## src/rtl/lzc_stream_gen.sv

```systemverilog
// Frame generator for the leading-zero-count stream: emits words whose leading-zero total
// equals the requested count, then a single '1', then LFSR filler bits.
module lzc_stream_gen #(
  parameter int          width      = 8,
  parameter int          word       = 4,
  parameter int          GAP_CYCLES = 2,
  parameter logic [15:0] LFSR_SEED  = 16'hACE1
) (
  input  logic             CLK,
  input  logic             RST,
  input  logic             START,
  input  logic             MODE,
  input  logic [8:0]       ZEROS_REQ,
  input  logic             RDY,
  output logic             OVALID,
  output logic [width-1:0] ODATA,
  output logic             OMODE,
  output logic             BUSY,
  output logic             DONE
);

  localparam int WW = $clog2(word + 1);
  localparam int GW = $clog2(GAP_CYCLES);
  localparam logic [8:0]       W9    = 9'(width);
  localparam logic [8:0]       ZMAX  = 9'(width * word);
  localparam logic [WW-1:0]    LAST  = WW'(word - 1);
  localparam logic [GW-1:0]    GLAST = GW'(GAP_CYCLES - 1);
  localparam logic [width-1:0] ONE_W = width'(1);

  typedef enum logic [1:0] {IDLE, SEND, GAP} state_t;

  state_t           state, state_n;
  logic [8:0]       r, r_n, z, r_a;
  logic             one, one_n, one_a, has_one, last;
  logic [WW-1:0]    widx, widx_n;
  logic [GW-1:0]    gcnt, gcnt_n;
  logic [15:0]      lfsr, lfsr_n, lfsr_adv;
  logic [width-1:0] odata_n;
  logic             ovalid_n, omode_n, busy_n, done_n;

  // Word for "r zeros still to place": zeros, or the '1' with filler below it, or all filler.
  function automatic logic [width-1:0] gen(logic [8:0] rr, logic oo, logic [15:0] l);
    logic [width-1:0] oh;
    oh = ONE_W << (W9 - 9'd1 - rr);
    if (oo)            gen = l[width-1:0];
    else if (rr >= W9) gen = '0;
    else               gen = oh | (l[width-1:0] & (oh - ONE_W));
  endfunction

  assign lfsr_adv = {lfsr[14:0], lfsr[15] ^ lfsr[13] ^ lfsr[12] ^ lfsr[10]};

  always_ff @(posedge CLK) begin
    if (RST) state <= IDLE;
    else     state <= state_n;
  end

  always_comb begin
    state_n  = state;
    r_n      = r;
    one_n    = one;
    widx_n   = widx;
    gcnt_n   = gcnt;
    lfsr_n   = lfsr;
    odata_n  = ODATA;
    ovalid_n = OVALID;
    omode_n  = OMODE;
    busy_n   = BUSY;
    done_n   = 1'b0;
    z        = (ZEROS_REQ > ZMAX) ? ZMAX : ZEROS_REQ;
    has_one  = !one && (r < W9);
    last     = (OMODE && has_one) || (widx == LAST);
    r_a      = (!one && (r >= W9)) ? r - W9 : r;
    one_a    = one | has_one;
    case (state)
      IDLE: begin
        ovalid_n = 1'b0;
        busy_n   = 1'b0;
        omode_n  = 1'b0;
        // The DONE cycle is still the tail of the old frame; START there is dropped.
        if (START && !DONE) begin
          state_n  = SEND;
          r_n      = z;
          one_n    = 1'b0;
          widx_n   = '0;
          odata_n  = gen(z, 1'b0, lfsr);
          ovalid_n = 1'b1;
          busy_n   = 1'b1;
          omode_n  = MODE;
        end
      end
      SEND: begin
        if (RDY) begin
          lfsr_n = lfsr_adv;
          if (last) begin
            state_n  = GAP;
            ovalid_n = 1'b0;
            odata_n  = '0;
            gcnt_n   = '0;
          end else begin
            r_n     = r_a;
            one_n   = one_a;
            widx_n  = widx + WW'(1);
            odata_n = gen(r_a, one_a, lfsr_adv);
          end
        end
      end
      GAP: begin
        if (gcnt == GLAST) begin
          state_n = IDLE;
          done_n  = 1'b1;
          busy_n  = 1'b0;
          omode_n = 1'b0;
        end else begin
          gcnt_n = gcnt + GW'(1);
        end
      end
      default: state_n = IDLE;
    endcase
  end

  always_ff @(posedge CLK) begin
    if (RST) begin
      r      <= '0;
      one    <= 1'b0;
      widx   <= '0;
      gcnt   <= '0;
      lfsr   <= LFSR_SEED;
      ODATA  <= '0;
      OVALID <= 1'b0;
      OMODE  <= 1'b0;
      BUSY   <= 1'b0;
      DONE   <= 1'b0;
    end else begin
      r      <= r_n;
      one    <= one_n;
      widx   <= widx_n;
      gcnt   <= gcnt_n;
      lfsr   <= lfsr_n;
      ODATA  <= odata_n;
      OVALID <= ovalid_n;
      OMODE  <= omode_n;
      BUSY   <= busy_n;
      DONE   <= done_n;
    end
  end

endmodule

```

## config.mk

```make
export PLATFORM = sky130hd
export DESIGN_NAME = lzc_stream_gen
export DESIGN_NICKNAME = d
export VERILOG_FILES = /design/src/rtl/lzc_stream_gen.sv
export SDC_FILE = /design/constraint.sdc
export NUM_CORES = 1
export LEC_CHECK = 0
export BUFFER_PORTS_ARGS = -buffer_cell sky130_fd_sc_hd__buf_4
export CAP_MARGIN = 20
export CORE_ASPECT_RATIO = 0.5
export CORE_MARGIN = 10
export CORE_UTILIZATION = 45
export CTS_CLUSTER_DIAMETER = 50
export DETAILED_ROUTE_END_ITERATION = 16
export PLACE_DENSITY_LB_ADDON = 0.2
export SYNTH_ARGS = -nofsm -noshare
export SYNTH_HDL_FRONTEND = slang
export SYNTH_SLANG_ARGS = --single-unit
```

## constraint.sdc

```tcl
create_clock -name CLK -period 4.33 [get_ports CLK]
set_clock_uncertainty 0.05 [all_clocks]
set_input_delay 0.866 -clock CLK [delete_from_list [all_inputs] [get_ports CLK]]
set_output_delay 0.866 -clock CLK [all_outputs]
set_load 0.01 [all_outputs]
```

# --- After elaboration in Yosys (flattened, before gate mapping) ---
# Cells that the tools add are included.
totals:
  ff_bits: 44
  inputBits: 14
  elab_cells: 98
  output_inout_bits: 12
classes:
  addsub: 7
  bitwise: 9
  reduce_logical: 19
  eq_ne: 8
  shift: 2
  order_cmp: 5
  n_mux: 37
op_table:
  columns: ["operator", "count"]
  rows:
  - ["$mux 8", 6]
  - ["$mux 9", 5]
  - ["$ge 9x4->1 const B", 3]
  - ["$pmux 9 s2", 1]
  - ["$shl 1x9->8 const A", 2]
  - ["$sub 3x9->9 const A", 2]
  - ["$and 8x8->8", 2]
  - ["$or 8x8->8", 2]
  - ["$pmux 8 s2", 1]
  - ["$sub 8x1->8 const B", 2]
  - ["$mux 1", 10]
  - ["$ne 2x2->1 const B", 5]
  - ["$pmux 1 s2", 5]
  - ["$gt 9x6->1 const B", 1]
  - ["$lt 9x4->1 const B", 1]
  - ["$mux 3", 3]
  - ["$reduce_and 3->1", 3]
  - ["$sub 9x4->9 const B", 1]
  - ["$mux 2", 4]
  - ["$reduce_and 4->1", 2]
  - ["$pmux 2 s3", 1]
  - ["$pmux 3 s2", 1]
  - ["$reduce_bool 2->1", 3]
  - ["$logic_and 1x1->1", 4]
  - ["13 further kinds", 17]

# --- Logic depth before layout (Yosys ltp) ---
depth:
  word_depth: 13
  ltp_mapped: 12
  depth_no_buf: 12

# --- Least setup slack after synthesis ---
# No wires, ideal clock.
synth_timing:
  path_type: "input -> register"
  start: "input ZEROS_REQ[8]"
  end: "register ODATA[6]"
  setup_time_ps: 148
  t_arrival_ps: 3239
  path_stages: 11
  setup_slack_ps: 893
  cell_sequence: "nor4_4 nand2_1 ha_1 nor3_1 nand4_1 or3_1 ha_1 a32oi_1 a21oi_1 a32oi_1 a31oi_1"
synth_between:
  elab_chain_cells: 10
  word_cells_on_any_way: 11
synth_rtl:
  columns: ["element", "line_no", "source"]
  rows:
  - ["start, declared", "13", "input logic [8:0] ZEROS_REQ,"]
  - ["$gt 9x6->1", "69", "z = (ZEROS_REQ > ZMAX) ? ZMAX : ZEROS_REQ;"]
  - ["$mux 9 *", "69", null]
  - ["$sub 3x9->9", "44", "oh = ONE_W << (W9 - 9'd1 - rr);"]
  - ["$shl 1x9->8", "44", null]
  - ["$sub 8x1->8", "47", "else gen = oh | (l[width-1:0] & (oh - ONE_W));"]
  - ["$and 8x8->8", "47", null]
  - ["$or 8x8->8", "47", null]
  - ["$mux 8 *", "46", "else if (rr >= W9) gen = '0;"]
  - ["$mux 8 *", "80", "if (START && !DONE) begin"]
  - ["$pmux 8 s2 *", "74", "case (state)"]
  - ["end signal, assigned", "139", "ODATA <= odata_n;"]
  - ["end, declared", "16", "output logic [width-1:0] ODATA,"]
# Mark *: on every way between the ends. The rest lies on a longest branch, timed or not. The select of a mux whose other input is x is not followed.
# A chain may end at the register's enable or synchronous reset.

# --- Final worst setup path ---
layout_timing:
  start: "input ZEROS_REQ[8]"
  end: "register ODATA[4]"
# The elaborated chain is that of the path after synthesis.

==> results.toml <==
[setup_path]
worst-r2r-cell-count = 12
cp.required_ps = 4450
worstSetupStartpointType = "input port"
path_cells = "buf_4 -> nor4_4 -> nand2_1 -> ha_1 -> nor3_1 -> buf_4 -> nand4_1 -> or3_1 -> ha_1 -> a32oi_1 -> a211oi_1 -> a211oi_1 -> a21oi_1"
reg2reg_to = "ODATA[6]"
crit_type = "input port to register"
crit_start = "ZEROS_REQ[8]"
arrival_ps = 3600
crit_fanout = 8
crit_family = "simple AND/OR/NAND/NOR gates"
slowest_stage = "nor4_4"
reg2reg_from = "r[3]"
path_buf_inv = 2
cp.depth = 13
cp_slowest_stage_delay_ps = 480
worstSetupEndpointType = "register"
reg2reg_slack_ps = 1100
cp-endpoint = "ODATA[4]"

[pwr]
ir_drop_mv = 0.186
cellLeakagePower_nw = 1.09
power.density_nw_per_um2 = 412
p_total_mw = 1.25

[logic_synthesis]
yosysMostFrequentCell = "nand2_1"
synthTopCellsByCount = "nand2_1 (50), dfxtp_1 (44), a21oi_1 (31)"
synth_fa_ha_area_share_pct = 3.74
netlist_area_sq_um = 2680
yosys.area.top_type = "dfxtp_1"
synth_flop_cell = "dfxtp_1"
synth_cells = 334
syn_area_per_cell_sq_um = 8.01
synth.yosys.seq_area_share_pct = 32.9
synth_cell_types = 67
synth-compound-area-share_pct = 27.5
netlist.area_leader.share_pct = 32.9
synth_xor_area_share_pct = 0.982
ys_ff_latch = 44
yosys.area_share.simple_pct = 28.4
synthesis.nets = 356
yosys_warnings = 0
synth_area_leaders = "dfxtp_1 (33%), nand2_1 (7.0%), a21oi_1 (5.8%), ha_1 (3.7%), nand3_1 (2.8%)"
async_flop_share_pct = 0
synth_top_family_by_area = "simple AND/OR/NAND/NOR gates"
muxShareOfSynthArea_pct = 1.36
synth_edf_count = 0

[cts]
insertion_delay_ps = 290
cts_tree = "built"
cts-root-buf = "clkbuf_16"
numClockSinks = 44
cts_made_buffers = 5
postCtsHoldBufs = 0
path_clk_slew_ps = 60
cts.path.max_buffers = 2
cts_setup_buffers = 0
cts_resized = 0
htree_levels = 2

[route]
postRouteAntennaNets = 0
drc = 0
drt-pass1-iter-count = 5
totalWireLength_mm = 7.33
via_per_inst = 6.17
wl_per_cell_um = 17.4
initialDrtViolationCount = 238
num_vias = 2599

[cells_and_area]
nets = 369
fillCellCount = 541
diodes = 0
instances_no_fill = 421
area_growth_pct = 13.7
ff_latch_area_sq_um = 881
drive_gt1_share_pct = 14.9
multiInputGateArea_sq_um = 1660

[timing]
relSlewSlack_pct = 37.8
tns_ps = 0
setup_viol = 0
finalMaxSlewViolations = 0
setup_ws_ps = 851
fmax_ghz = 0.287
rsz0062_at_grt = "false"
tightest_slew_ps = 930
finalHoldViolations = 0
finalCritPeriodShare_pct = 80.4
period_minus_slack_ps = 3480

[placed_design]
portBuffers = 25
pre_cts_ws_ps = 601
dp_hpwl_mm = 5.33
gp_congestion = 0.925
dpl.cell_count = 413

[floorplanning]
fp.dieW_um = 129
ios = 26
core_area_sq_um = 5610
die-area_sq_um = 9620
die_h_um = 74.5
rows = 19
initial_core_util_pct = 47.7

[job]
cap_viol_max_count = 0

[worst_hold_path]
min-delay-path-class = "register to register"

[global_routing]
grt_pass1_wl_mm = 12.2
grt_max_degree = 31
antenna_found_initial = 0
groute.usage.overall_pct = 15.8
grt_pass1_vias = 2392
grt.overflow.total = 0

[status]
status = "finished clean"
==> worst min-delay path, stage by stage (launching register included) <==
cell and delay (ps):
dfxtp_1 310, nand2_1 50, a21oi_1 50
==> registers in the layout, summed over array words and instances (netlist names) <==
register and flops:
BUSY 1, DONE 1, ODATA 8, OMODE 1
OVALID 1, gcnt 1, lfsr 16, one 1
r 9, state 2, widx 3
==> area by class of cell <==
cell class / count / area share [%]
inverters: 13 / 1.60
clock buffers: 5 / 4.11
flip-flops and latches: 44 / 29.0
repair buffers: 26 / 6.42
well taps: 73 / 3.00
clock inverters: 3 / 1.40
multi-input cells: 257 / 54.5
==> per-stage QoR <==
step	hold WS [ps]	cell area (sq um)	util [%]
after floorplan	382	2680	-
after global placement	392	2870	51.2
after detailed placement	395	2870	51.2
after CTS	404	3040	54.2
after global routing	440	3040	54.2
final	405	3040	54.2
==> power by group <==
part / internal (mW) / total, mW / switching [mW]
Sequential: 0.437 / 0.475 / 0.0378
Combinational: 0.134 / 0.342 / 0.208
Clock: 0.271 / 0.435 / 0.164
Total: 0.842 / 1.25 / 0.409
==> cells in the final DEF (no fill, tap or decap), types with 3 or more instances in the layout <==
cell type / n
a31oi_1: 6
nand2_1: 50
nand3_1: 15
dfxtp_1: 44
o21ai_1: 4
a21oi_1: 31
o2111ai_1: 4
nand4_1: 10
a211oi_1: 5
buf_4: 26
o21ai_0: 14
inv_1: 12
nor2_1: 18
clkbuf_16: 5
nor2b_1: 5
ha_1: 8
or3_1: 4
a32oi_1: 3
nand2b_1: 4
o31ai_1: 5
xnor2_1: 3
nand3b_1: 3
o211ai_1: 4
nor3_1: 9
nor4_1: 3
==> per-layer routing <==
metal	wire, um	up-vias	GRT usage, %
met5	0	-	0
met4	76	0	4.51
met3	602	10	3.90
met2	3310	99	24.9
met1	3340	1221	21.0
li1	-	1269	-
==> worst min path at each step <==
| stage | startpoint | end | slack (ps) | depth (start not counted) |
|---|---|---|---|---|
| 4_1_cts | widx[2] | widx[2] | 400 | 2 |
| 3_3_place_gp | widx[2] | widx[2] | 390 | 2 |
| 5_1_grt | lfsr[8] | lfsr[9] | 440 | 2 |
| 2_1_floorplan | widx[2] | widx[2] | 380 | 2 |
| 3_5_place_dp | widx[2] | widx[2] | 400 | 2 |
| 6_report | widx[2] | widx[2] | 400 | 2 |
==> kinds of logic (layout without fill, tap and decap cells) <==
kind of cell | after synthesis | count (layout)
compound gates | 103 | 103
xor+xnor | 3 | 3
fa+ha+maj | 8 | 8
buf+inv | 33 | 47
flops | 44 | 44
mux | 3 | 3
simple gates | 140 | 140
Note: power is estimated with default switching activity, not from simulation.
